==> config.mk <==
export PLATFORM = sky130hd
export DESIGN_NAME = piece_pose_tracker
export DESIGN_NICKNAME = d
export VERILOG_FILES = /design/src/rtl/piece_pose_tracker.sv
export SDC_FILE = /design/constraint.sdc
export NUM_CORES = 1
export LEC_CHECK = 0
export CAP_MARGIN = 20
export CORE_MARGIN = 5
export CORE_UTILIZATION = 40
export CTS_CLUSTER_DIAMETER = 200
export DETAILED_ROUTE_END_ITERATION = 16
export SKIP_LAST_GASP = 1
export SLEW_MARGIN = 20
export SYNTH_ARGS = -nofsm -noshare
export SYNTH_HDL_FRONTEND = slang
export SYNTH_SLANG_ARGS = --single-unit
export TNS_END_PERCENT = 5
==> constraint.sdc <==
create_clock -name Clk -period 2.59 [get_ports Clk]
set_input_delay 0.259 -clock Clk [delete_from_list [all_inputs] [get_ports Clk]]
set_output_delay 0.259 -clock Clk [all_outputs]
set_load 0.02 [all_outputs]
==> src/rtl/piece_pose_tracker.sv <==
// piece_pose_tracker
//   Holds the pose (column, row, rotation) of the active falling piece and
//   turns raw keycodes into edge-detected actions with delayed auto-shift
//   and auto-repeat. Legality of every move comes from the collision
//   checker through the can_* flags; this block only enforces board bounds.
//
// Ports
//   Clk              system clock
//   reset            asynchronous active-high reset (spawn pose, key state cleared)
//   keycode[7:0]     current key: 04 left, 07 right, 1A rot CW, 14 rot CCW,
//                    16 soft drop, 06 swap, 00 none
//   state[2:0]       game FSM state: 001 gravity tick, 010 spawn
//   can_shift_left   left move legal
//   can_shift_right  right move legal
//   can_rotate_cw    CW rotation legal
//   can_rotate_ccw   CCW rotation legal
//   can_fall         one-row drop legal
//   can_swap         hold/swap legal
//   centerX[XW-1:0]  piece center column
//   centerY[YW-1:0]  piece center row
//   rot[1:0]         rotation index 0..3
//   moved            one-cycle pulse, one cycle after a non-reset pose change
module piece_pose_tracker #(
  parameter int BOARD_W     = 10,
  parameter int BOARD_H     = 24,
  parameter int XW          = 4,
  parameter int YW          = 5,
  parameter int SPAWN_X     = 5,
  parameter int SPAWN_Y     = 20,
  parameter int X_RIGHT_DEC = 1,
  parameter int DAS_DELAY   = 16,
  parameter int ARR_PERIOD  = 4,
  parameter int CW          = 8
) (
  input  logic          Clk,
  input  logic          reset,
  input  logic [7:0]    keycode,
  input  logic [2:0]    state,
  input  logic          can_shift_left,
  input  logic          can_shift_right,
  input  logic          can_rotate_cw,
  input  logic          can_rotate_ccw,
  input  logic          can_fall,
  input  logic          can_swap,
  output logic [XW-1:0] centerX,
  output logic [YW-1:0] centerY,
  output logic [1:0]    rot,
  output logic          moved
);

  localparam logic [7:0] KEY_LEFT  = 8'h04;
  localparam logic [7:0] KEY_RIGHT = 8'h07;
  localparam logic [7:0] KEY_CW    = 8'h1A;
  localparam logic [7:0] KEY_CCW   = 8'h14;
  localparam logic [7:0] KEY_DROP  = 8'h16;
  localparam logic [7:0] KEY_SWAP  = 8'h06;

  localparam logic [2:0] ST_GRAVITY = 3'b001;
  localparam logic [2:0] ST_SPAWN   = 3'b010;

  // Spawn coordinates are clamped onto the board so a mis-set parameter
  // can never place the piece out of range.
  localparam int SX_C = (SPAWN_X < BOARD_W) ? SPAWN_X : BOARD_W - 1;
  localparam int SY_C = (SPAWN_Y < BOARD_H) ? SPAWN_Y : BOARD_H - 1;

  localparam logic [XW-1:0] X_SPAWN    = XW'(SX_C);
  localparam logic [XW-1:0] X_MAX      = XW'(BOARD_W - 1);
  localparam logic [YW-1:0] Y_SPAWN    = YW'(SY_C);
  localparam logic [CW-1:0] CNT_DAS    = CW'(DAS_DELAY);
  localparam logic [CW-1:0] CNT_RELOAD = CW'(DAS_DELAY - ARR_PERIOD);
  localparam bit            RIGHT_DEC  = (X_RIGHT_DEC != 0);

  logic [7:0]    r_prev_key;
  logic [CW-1:0] r_cnt;
  logic [XW-1:0] r_x;
  logic [YW-1:0] r_y;
  logic [1:0]    r_rot;
  logic          r_chg;
  logic          r_moved;

  logic          w_press, w_held, w_rep_key, w_repeat, w_act;
  logic [CW-1:0] w_cnt_inc, w_cnt_next;
  logic          w_reload, w_rot_act, w_y_dn;
  logic          w_left, w_right, w_x_up, w_x_dn, w_x_inc, w_x_dec;
  logic          w_rot_cw, w_rot_ccw;
  logic [XW-1:0] w_x_next;
  logic [YW-1:0] w_y_next;
  logic [1:0]    w_rot_next;
  logic          w_chg;

  // Key action generation: a new press acts at once; a held repeatable key
  // acts when the counter would step onto DAS_DELAY, then reloads so each
  // further action lands ARR_PERIOD cycles later.
  assign w_press   = (keycode != 8'h00) && (keycode != r_prev_key);
  assign w_held    = (keycode != 8'h00) && (keycode == r_prev_key);
  assign w_rep_key = (keycode == KEY_LEFT) || (keycode == KEY_RIGHT) ||
                     (keycode == KEY_DROP);
  assign w_cnt_inc = r_cnt + CW'(1);
  assign w_repeat  = w_held && w_rep_key && (w_cnt_inc == CNT_DAS);
  assign w_act     = w_press || w_repeat;

  // Non-repeating keys let the counter park at DAS_DELAY instead of wrapping.
  always_comb begin
    w_cnt_next = '0;
    if (w_press)
      w_cnt_next = '0;
    else if (w_repeat)
      w_cnt_next = CNT_RELOAD;
    else if (w_held && (r_cnt != CNT_DAS))
      w_cnt_next = w_cnt_inc;
    else if (w_held)
      w_cnt_next = r_cnt;
  end

  // Move decode. A rotate cycle never moves Y, even with gravity pending;
  // gravity and soft drop share the single-row step.
  assign w_reload  = (state == ST_SPAWN) ||
                     (w_act && (keycode == KEY_SWAP) && can_swap);
  assign w_rot_act = w_act && ((keycode == KEY_CW) || (keycode == KEY_CCW));
  assign w_y_dn    = ((state == ST_GRAVITY) || (w_act && (keycode == KEY_DROP))) &&
                     !w_rot_act && can_fall && (r_y != '0);

  assign w_left    = w_act && (keycode == KEY_LEFT)  && can_shift_left;
  assign w_right   = w_act && (keycode == KEY_RIGHT) && can_shift_right;
  assign w_x_up    = (w_left && RIGHT_DEC) || (w_right && !RIGHT_DEC);
  assign w_x_dn    = (w_left && !RIGHT_DEC) || (w_right && RIGHT_DEC);
  assign w_x_inc   = w_x_up && (r_x < X_MAX);
  assign w_x_dec   = w_x_dn && (r_x != '0);

  assign w_rot_cw  = w_act && (keycode == KEY_CW)  && can_rotate_cw;
  assign w_rot_ccw = w_act && (keycode == KEY_CCW) && can_rotate_ccw;

  always_comb begin
    w_x_next   = r_x;
    w_y_next   = r_y;
    w_rot_next = r_rot;
    if (w_reload) begin
      w_x_next   = X_SPAWN;
      w_y_next   = Y_SPAWN;
      w_rot_next = 2'd0;
    end else begin
      if (w_y_dn)
        w_y_next = r_y - YW'(1);
      if (w_x_inc)
        w_x_next = r_x + XW'(1);
      else if (w_x_dec)
        w_x_next = r_x - XW'(1);
      if (w_rot_cw)
        w_rot_next = r_rot + 2'd1;
      else if (w_rot_ccw)
        w_rot_next = r_rot - 2'd1;
    end
  end

  assign w_chg = !w_reload &&
                 ((w_x_next != r_x) || (w_y_next != r_y) || (w_rot_next != r_rot));

  // Pose updates on the action edge; moved trails the change flag by a
  // further cycle and is forced low whenever the spawn pose is reloaded.
  always_ff @(posedge Clk or posedge reset) begin
    if (reset) begin
      r_prev_key <= 8'h00;
      r_cnt      <= '0;
      r_x        <= X_SPAWN;
      r_y        <= Y_SPAWN;
      r_rot      <= 2'd0;
      r_chg      <= 1'b0;
      r_moved    <= 1'b0;
    end else begin
      r_prev_key <= keycode;
      r_cnt      <= w_cnt_next;
      r_x        <= w_x_next;
      r_y        <= w_y_next;
      r_rot      <= w_rot_next;
      r_chg      <= w_chg;
      r_moved    <= w_reload ? 1'b0 : r_chg;
    end
  end

  assign centerX = r_x;
  assign centerY = r_y;
  assign rot     = r_rot;
  assign moved   = r_moved;

endmodule

---- Word-level counts from Yosys, hierarchy flattened ----
Cells that the tools add are included.
cells by class
  $add $sub $neg .......................... 6
  magnitude comparators ................... 1
  equal/unequal tests ..................... 16
  mux-type cells .......................... 13
  reductions and logical operators ........ 36
operators by type and width
  cell                                                 number
  equality test 8 x 5 -> 1 bit, second input constant  4
  2-to-1 mux 8 bit                                     4
  equality test 8 x 3 -> 1 bit, second input constant  3
  logical AND 1 bit                                    23
  2-to-1 mux 4 bit                                     3
  2-to-1 mux 5 bit                                     2
  adder 8 x 1 -> 8 bit, second input constant          1
  equality test 8 bit                                  1
  logical OR 1 bit                                     8
  != test 8 x 5 -> 1 bit, second input constant        1
  != test 8 bit                                        1
  nonzero test 8 bit                                   1
  2-to-1 mux 2 bit                                     3
  != test 5 bit                                        1
  nonzero test 5 bit                                   1
  subtractor 5 x 1 -> 5 bit, second input constant     1
  adder 4 x 1 -> 4 bit, second input constant          1
  less-than comparator 4 bit, second input constant    1
  != test 4 x 2 -> 1 bit, second input constant        1
  != test 4 bit                                        1
  nonzero test 4 bit                                   1
  subtractor 4 x 1 -> 4 bit, second input constant     1
  equality test 3 x 1 -> 1 bit, second input constant  1
  equality test 3 x 2 -> 1 bit, second input constant  1
  5 further kinds                                      6
storage, ports and cells
  register bits after elaboration ......... 29
  bits of input ports ..................... 19
  output and inout port bits .............. 12

---- Depth between registers and ports, before layout ----
Gate-level depths: netlist of the first run.
  word-level depth ........................ 17
  mapped depth ............................ 9
  depth with buffers taken out ............ 8

---- Worst setup path after synthesis of the first run ----
No wires, ideal clock.
  path kind ............................... register to register
  start ................................... register r_x[0] (netlist: centerX[0])
  end ..................................... register r_x[3] (netlist: centerX[3])
  setup time .............................. 0.078 ns
  arrival time ............................ 1.939 ns
  path slack .............................. 0.573 ns
  cell stages (with the launch flop) ...... 9
  buffers on the path ..................... 0
  path through ............................ dfstp_2 inv_1 ha_1 nand2b_1 o2111a_1 nor4b_1 a41oi_1 or3_1 a21oi_1
on the way
  longest elaborated chain between the ends .. 5
  elaborated cells on any way between the ends .. 9
  those cells by class .................... add/sub: 2; order compare: 1; mux: 3; reduce/logical: 3
ends and longest elaborated chain
  element                                                            line  text
  start, declared                                                    75    logic [XW-1:0] r_x;
  start signal, assigned                                             172   r_x <= w_x_next;
  branches (longest 3 deep; another with subtractor 4 x 1 -> 4 bit)  n/a
  2-to-1 mux 4 bit (*)                                               144   if (w_x_inc)
  2-to-1 mux 4 bit (*)                                               137   if (w_reload) begin
  net w_x_next[3]                                                    86    logic [XW-1:0] w_x_next;
Mark *: on every way through the listed nets, which the timed path passes.
A chain may end at the register's enable or synchronous reset.

---- Worst setup path in the final report of the first run ----
  start ................................... input keycode[5]
  end ..................................... register r_x[3] (netlist: centerX[3])
on the way
  longest elaborated chain between the ends .. 12
  elaborated cells on any way between the ends .. 26
  those cells by class .................... eq/ne: 6; mux: 3; reduce/logical: 17
ends and longest elaborated chain
  element                                                 line          text
  start, declared                                         37            input logic [7:0] keycode,
  equality test 8 x 3 -> 1 bit, on equally long branches  96, 123, 124
  logical OR 1 bit (2 in a row)                           96            assign w_rep_key = (keycode == KEY_LEFT) || (keycode == KEY_RIGHT) ||
  logical AND 1 bit (2 in a row)                          99            assign w_repeat = w_held && w_rep_key && (w_cnt_inc == CNT_DAS);
  logical OR 1 bit                                        100           assign w_act = w_press || w_repeat;
  logical AND 1 bit (2 in a row)                          124           assign w_right = w_act && (keycode == KEY_RIGHT) && can_shift_right;
  logical AND 1 bit                                       128           assign w_x_dec = w_x_dn && (r_x != '0);
  2-to-1 mux 4 bit                                        146           else if (w_x_dec)
  2-to-1 mux 4 bit                                        144
  2-to-1 mux 4 bit (*)                                    137
  net w_x_next[3]                                         86
Mark *: on every way through the listed nets, which the timed path passes. The rest lies on a longest branch.

==> summary.md, run 1 <==
| Metric | Value |
|---|---|
| Die Wd | between 70 and 80 um |
| Via density | 5.38 |
| Main synth FF type | dfrtp_1 |
| CTS tree | done |
| Post-Syn Area | 0.00176 mm2 |
| Worst-Margin Slew | 0.375 ns |
| CTS Buf Count | 5 |
| Syn nets | between 200 and 250 |
| Pint | 820 uW |
| H-Tree Depth | 2 |
| Initial core utilization | 40.9% |
| Worst vdd ir | 0.000306 V |
| CP dominant cell by count | or3_1 |
| Total Routing Usage GR | 15.1% |
| Buf+Inv Stages, Crit Path | 2 |
| # setup viols final | 0 |
| Max-cap check violation count | 0 |
| Fraction of layout cells with a size suffix above 1 | 8.89% |
| LEAKAGE | 0.912 nW |
| CTS root buf | clkbuf_8 |
| Total power | 1.13 mW |
| Req. time, crit path | around 2.8 ns |
| Sw Share | 27.3% |
| PwrDens | 504 mW/mm2 |
| Wire per inst | 14.8 um |
| Clock skew | between 0.009 and 0.01 ns |
| Status | complete, no violations |
| Logic pwr share | 20.7% |
| Max Buffers Root-to-Sink | 2 |
| Largest net degree at the start of global routing | 30 |
| # rows | 24 |
| Worst hold path class | primary input to async pin |
| FILL cells | 395 |
| Detailed-route DRC error count | 0 |
| Initial antenna violation count | 0 |
| Synthesized flop and latch total | 29 |
| First-pass GRT wire length | 7.04 mm |
| DRT iter0 DRCs | just under 80 |
| Final instance area | 0.00224 mm2 |
| # IOs | 31 |
| DR vias | 1490 |
| Antenna Cells | 0 |
| Post_cts resized | 0 |
| Cell Chain, Critical Path | clkdlybuf4s50_1 -> or3_1 -> buf_4 -> nor2_1 -> and3_1 -> a41oi_1 -> or3_1 -> a21oi_1 |
| Switching power | 308 uW |
| Tmin final | approximately 2.2 ns |
| Worst path arrival time | 2.41 ns |
| Final HPWL DP | ~3.2 mm |
| Via count of the first global-routing pass | between 1500 and 2000 |
| Post-DP Area | 0.00215 mm2 |
| CP max stage cell | clkdlybuf4s50_1 |
| Final period utilization | about 85% |
| Synth cell types | 47 |
| Setup bufs post-CTS | 0 |
| RSZ-0062 raised after global routing | false |
| TritonRoute pass-1 iters | 4 |
| Clock Sink Count | 29 |
| Crit path largest cell delay | 0.47 ns |
| Cell family with most CP delay | simple AND/OR/NAND/NOR gates |
| Layout Nets | 248 |
| Clock Power Share | 33.6% |
| Seq pwr share | a little under half |
| Die area | between 0.005 and 0.006 mm2 |
| Post-CTS Hold Buffers | 0 |
| Async S/R FF share, synth | 100% |
| Average size of a mapped cell | 9.50 um2 |
| WS Path Type | primary input to flop |
| Core ar. | 0.00429 mm2 |
| Post-DRT Antenna Nets | 0 |
| Worst Path Max Fanout | 6 |
| Seq/Total Area, Yosys | 41.6% |
| Max-slew violations | 0 |
| Final wirelength | 4.10 mm |
| Final hold vios | 0 |
| Final core occ | 52.1% |
| Syn Inst Count | around 190 |
| Final GP Congestion | 0.876 |
| Post-synth EDFFs | 0 |
| Gr ovfl total | 0 |
| Achievable Freq | around 460 MHz |
| Critical path endpoint category | flop |
| Clk pin slew, worst setup/hold paths | 0.06 ns |
| Die height | between 70 and 80 um |
| Worst-Skew Late Latency | 0.29 ns |
| I/O Buffers | 30 |
| Synthesis Warnings | 0 |
| Relative slew slack | 74.8% |
| Area delta synth->final | 27.2% |
| CP Launch Type | primary input |
| Fin Setup TNS | 0 ns |
| Hold_ws | 0.340 ns |
[cell type report]
class / count / area (um2) / area share [%]
clock buffer: 8 / 90.1 / 4.03
inverter: 9 / 33.8 / 1.51
multi-input combinational: 143 / 971 / 43.4
sequential: 29 / 731 / 32.7
tap: 52 / 65.1 / 2.91
timing repair buffer: 36 / 345 / 15.4
[routing by layer]
metal | GRT usage [%] | routed length (um)
met1 | 18.7 | 1830
met2 | 24.7 | 2020
met3 | 4.37 | 174
met4 | 6.29 | 70
met5 | 0 | 0
[sequential cells by signal, indices dropped and copies added (netlist names)]
| signal | flops |
|---|---|
| centerY | 5 |
| r_cnt | 8 |
| rot | 2 |
| centerX | 4 |
| r_chg | 1 |
| r_prev_key | 8 |
| moved | 1 |
[cell usage after synthesis (2+ instances only)]
library cell | instances | share of area, %
a21o_1 | 2 | 0.85
nor4_1 | 2 | 0.71
ha_1 | 5 | 3.6
nand2_1 | 15 | 3.2
o211ai_1 | 2 | 0.85
inv_1 | 9 | 1.9
or3_1 | 5 | 1.8
dfrtp_1 | 25 | 36
nand3b_1 | 5 | 2.1
and3b_1 | 2 | 1.0
nor2b_1 | 2 | 0.71
xor2_1 | 5 | 2.5
mux2i_1 | 6 | 3.4
nand2b_1 | 4 | 1.4
o31ai_1 | 2 | 0.85
a21oi_1 | 9 | 2.6
nor3b_1 | 3 | 1.3
xnor2_1 | 13 | 6.5
nor2_1 | 18 | 3.8
clkbuf_1 | 2 | 0.43
dfstp_2 | 4 | 6.0
o21ai_0 | 3 | 0.85
nor3_1 | 5 | 1.4
o2111a_1 | 2 | 1.3
and2_1 | 3 | 1.1
o21ai_1 | 4 | 1.1
nand4_1 | 5 | 1.8
nand3_1 | 4 | 1.1
[worst min-delay path, stage by stage]
cell	delay, ns
clkdlybuf4s50_1	0.39
inv_1	0.05
buf_4	0.34
[per-stage QoR]
| step | cells | setup slack (ns) |
|---|---|---|
| after global placement | 269 | 0.156 |
| after detailed placement | 269 | 0.102 |
| after CTS | 277 | 0.406 |
| after floorplan | 185 | 0.573 |
| after global routing | 277 | 0.250 |
| final | 277 | 0.396 |
[path summary, 6_finish.rpt]
| kind | start | depth (start not counted) | to | slack (ns) |
|---|---|---|---|---|
| hold / removal | reset | 3 | r_cnt[4] | 0.34 |
| hold reg to reg | r_chg | 1 | moved | 0.47 |
| setup reg to reg | centerX[0] | 8 | centerX[3] | 0.47 |
| setup / recovery | keycode[5] | 8 | centerX[3] | 0.40 |
| min in group Clk | r_chg | 1 | moved | 0.47 |
| max in group asynchronous | reset | 3 | centerY[4] | 1.93 |
[power groups by stage]
stage | clock, mW | sequential (mW) | combinational [mW]
after global placement | 0 | 0.521 | 0.230
after detailed placement | 0 | 0.521 | 0.236
after CTS | 0.389 | 0.514 | 0.237
final | 0.379 | 0.515 | 0.233
after global routing | 0.413 | 0.518 | 0.255
after floorplan | 0 | 0.543 | 0.103
[cells in the final DEF (no fill, tap or decap), drive strengths merged, types with 6 or more instances in the layout]
cell and count:
clkdlybuf4s50 30, buf 6, inv 9, nor2 18, o21ai 7, mux2i 6, a21oi 9, clkbuf 8
nand2 15, xnor2 13, dfrtp 25
[cells by family (layout without fill, tap and decap cells)]
group / Yosys count / after routing / synth area share, %
multiplexers: 7 / 7 / 4.06
AO/OA/AOI/OAI: 30 / 30 / 11.2
AND/OR/NAND/NOR: 83 / 83 / 27.5
buffers and inverters: 13 / 53 / 3.20
flip-flops: 29 / 29 / 41.6
adder cells (fa/ha/maj): 5 / 5 / 3.56
XOR/XNOR: 18 / 18 / 8.97
(Power assumes the default switching activity.)
==> inputs of run 2 (changes only) <==
==> constraint.sdc (replaced) <==
create_clock -name Clk -period 2.3 [get_ports Clk]
set_input_delay 0.23 -clock Clk [delete_from_list [all_inputs] [get_ports Clk]]
set_output_delay 0.23 -clock Clk [all_outputs]
set_load 0.02 [all_outputs]
==> run 2 against run 1 <==
- wire length up 3.3%
- die area unchanged
- global-route usage down 0.11 points
- sequential share of layout area down 0.96 points
- highest routed layer unchanged
- hold slack worse by 0.031 ns
==> summary.md, run 2 (synthesis results as in run 1) <==
| Metric | Value |
|---|---|
| Area occupied by multi-input gates | 971 um2 |
| Post-DRT Antenna Nets | 0 |
| Fraction of layout cells with a size suffix above 1 | 13.2% |
| Worst Path Max Fanout | 6 |
| Worst path arrival time | approximately 2.2 ns |
| Via density | 5.36 |
| DR vias | 1539 |
| Tmin final | 2.09 ns |
| I/O Buffers | 30 |
| Leading cell type in the layout, fill and taps excluded | clkdlybuf4s50_1 |
| Final wirelength | 4.23 mm |
| Clk pin slew, worst setup/hold paths | around 0.070 ns |
| Status | complete, no violations |
| Initial core utilization | 40.9% |
| Relative slew slack | 75.3% |
| Hold_ws | 0.308 ns |
| Final non-filler cell total | 287 |
| Final hold vios | 0 |
| Cell Chain, Critical Path | clkdlybuf4s50_1 -> or3_1 -> buf_4 -> nor4_1 -> nand4_1 -> nand2_1 -> o21ai_1 -> mux2i_1 |
| Max-cap check violation count | 0 |
| Worst-Skew Late Latency | ~0.28 ns |
| H-Tree Depth | 2 |
| Gr ovfl total | 0 |
| Post_cts resized | 0 |
| First-pass GRT wire length | 7.23 mm |
| Die height | 76.3 um |
| Crit path largest cell delay | 0.46 ns |
| CTS tree | done |
| Placed insts | 279 |
| Req. time, crit path | 2.45 ns |
| Wire per inst | approximately 15 um |
| Post-CTS Hold Buffers | 0 |
| Worst-Margin Slew | approximately 0.37 ns |
| Worst hold path class | primary input to async pin |
| Final GP Congestion | 0.860 |
| Layout Nets | between 200 and 300 |
| TritonRoute pass-1 iters | 4 |
| Die area | ~0.0058 mm2 |
| Total Routing Usage GR | around 15% |
| CTS root buf | clkbuf_8 |
| Final HPWL DP | 3.28 mm |
| Core ar. | around 0.0043 mm2 |
| # setup viols final | 0 |
| CTS Buf Count | 5 |
| Worst vdd ir | between 0.0003 and 0.0004 V |
| Initial antenna violation count | 0 |
| Max Buffers Root-to-Sink | 2 |
| # rows | 24 |
| Final period utilization | 90.7% |
| # IOs | 31 |
| Most frequent cells in the layout | clkdlybuf4s50_1, dfrtp_1, nor2_1, buf_4, nand2_1 |
| PwrDens | about 540 mW/mm2 |
| CP max stage cell | or3_1 |
| PnR worst setup slack | 0.213 ns |
| Achievable Freq | 479 MHz |
| Setup bufs post-CTS | 0 |
| Area delta synth->final | 31.0% |
| Max-slew violations | 0 |
| DRT iter0 DRCs | 39 |
| WS Path Type | primary input to flop |
| Die Wd | 76.3 um |
| CP Launch Type | primary input |
| RSZ-0062 raised after global routing | false |
| Largest net degree at the start of global routing | 30 |
| Clock skew | 0.00718 ns |
| Clock Sink Count | 29 |
| Antenna Cells | 0 |
| FILL cells | roughly 400 |
| Detailed-route DRC error count | 0 |
| Critical path endpoint category | flop |
| Sequential Area | 731 um2 |
| Worst slack, placed | -0.0722 ns |
| Via count of the first global-routing pass | between 1500 and 2000 |
| LEAKAGE | 0.961 nW |
run 2: changes by cell type in the layout (fill, tap and decap cells not counted):
cell      before  now
clkinv_2       0    2
clkbuf_1       2    1
buf_4          6   16
clkbuf_8       6    5
run 2: final cells by class:
cell class	count	share of cell area [%]
clock buffers	6	3.15
clock inverters	2	0.435
inverters	9	1.47
multi-input cells	143	42.2
flip-flops and latches	29	31.7
well taps	52	2.82
repair buffers	46	18.3
run 2: metrics by stage:
| step | area, um2 | TNS (ns) | util (%) | total power, mW |
|---|---|---|---|---|
| detailed placement | 2220 | -0.196 | 51.7 | 0.860 |
| CTS | 2300 | 0 | 53.6 | 1.26 |
| global placement | 2220 | -0.0165 | 51.7 | 0.854 |
| global route | 2300 | 0 | 53.6 | 1.31 |
| floorplan | 1760 | 0 | - | 0.728 |
| finish | 2300 | 0 | 53.6 | 1.25 |
run 2: per-layer routing:
metal | share of wire, % | vias up | global-route usage [%]
li1 | - | 752 | -
met2 | 50 | 27 | 26.1
met5 | 0 | - | 0
met1 | 45 | 750 | 17.9
met3 | 3.4 | 10 | 4.26
met4 | 1.7 | 0 | 4.55
run 2: worst max-delay path, delay by kind of cell:
kind	cells	cell delay [ns]
AO/OA/AOI/OAI	1	0.15
AND/OR/NAND/NOR	4	1.10
multiplexers	1	0.15
buffers and inverters	2	0.61
run 2: report_power, final:
group	total (mW)	leakage [nW]	internal (mW)	switching, mW
Clock	0.397	0.0450	0.209	0.188
Combinational	0.272	0.545	0.139	0.133
Sequential	0.580	0.370	0.548	0.0317
Total	1.25	0.961	0.896	0.352
run 2: final timing paths:
check	cells past startpoint	startpoint	to	slack, ns
setup / recovery	8	keycode[5]	centerY[0]	0.21
hold / removal	3	reset	r_cnt[5]	0.31
setup reg to reg	8	centerX[0]	centerX[3]	0.22
hold reg to reg	1	r_chg	moved	0.47
max in group asynchronous	3	reset	centerY[4]	1.66
min in group Clk	1	r_chg	moved	0.47
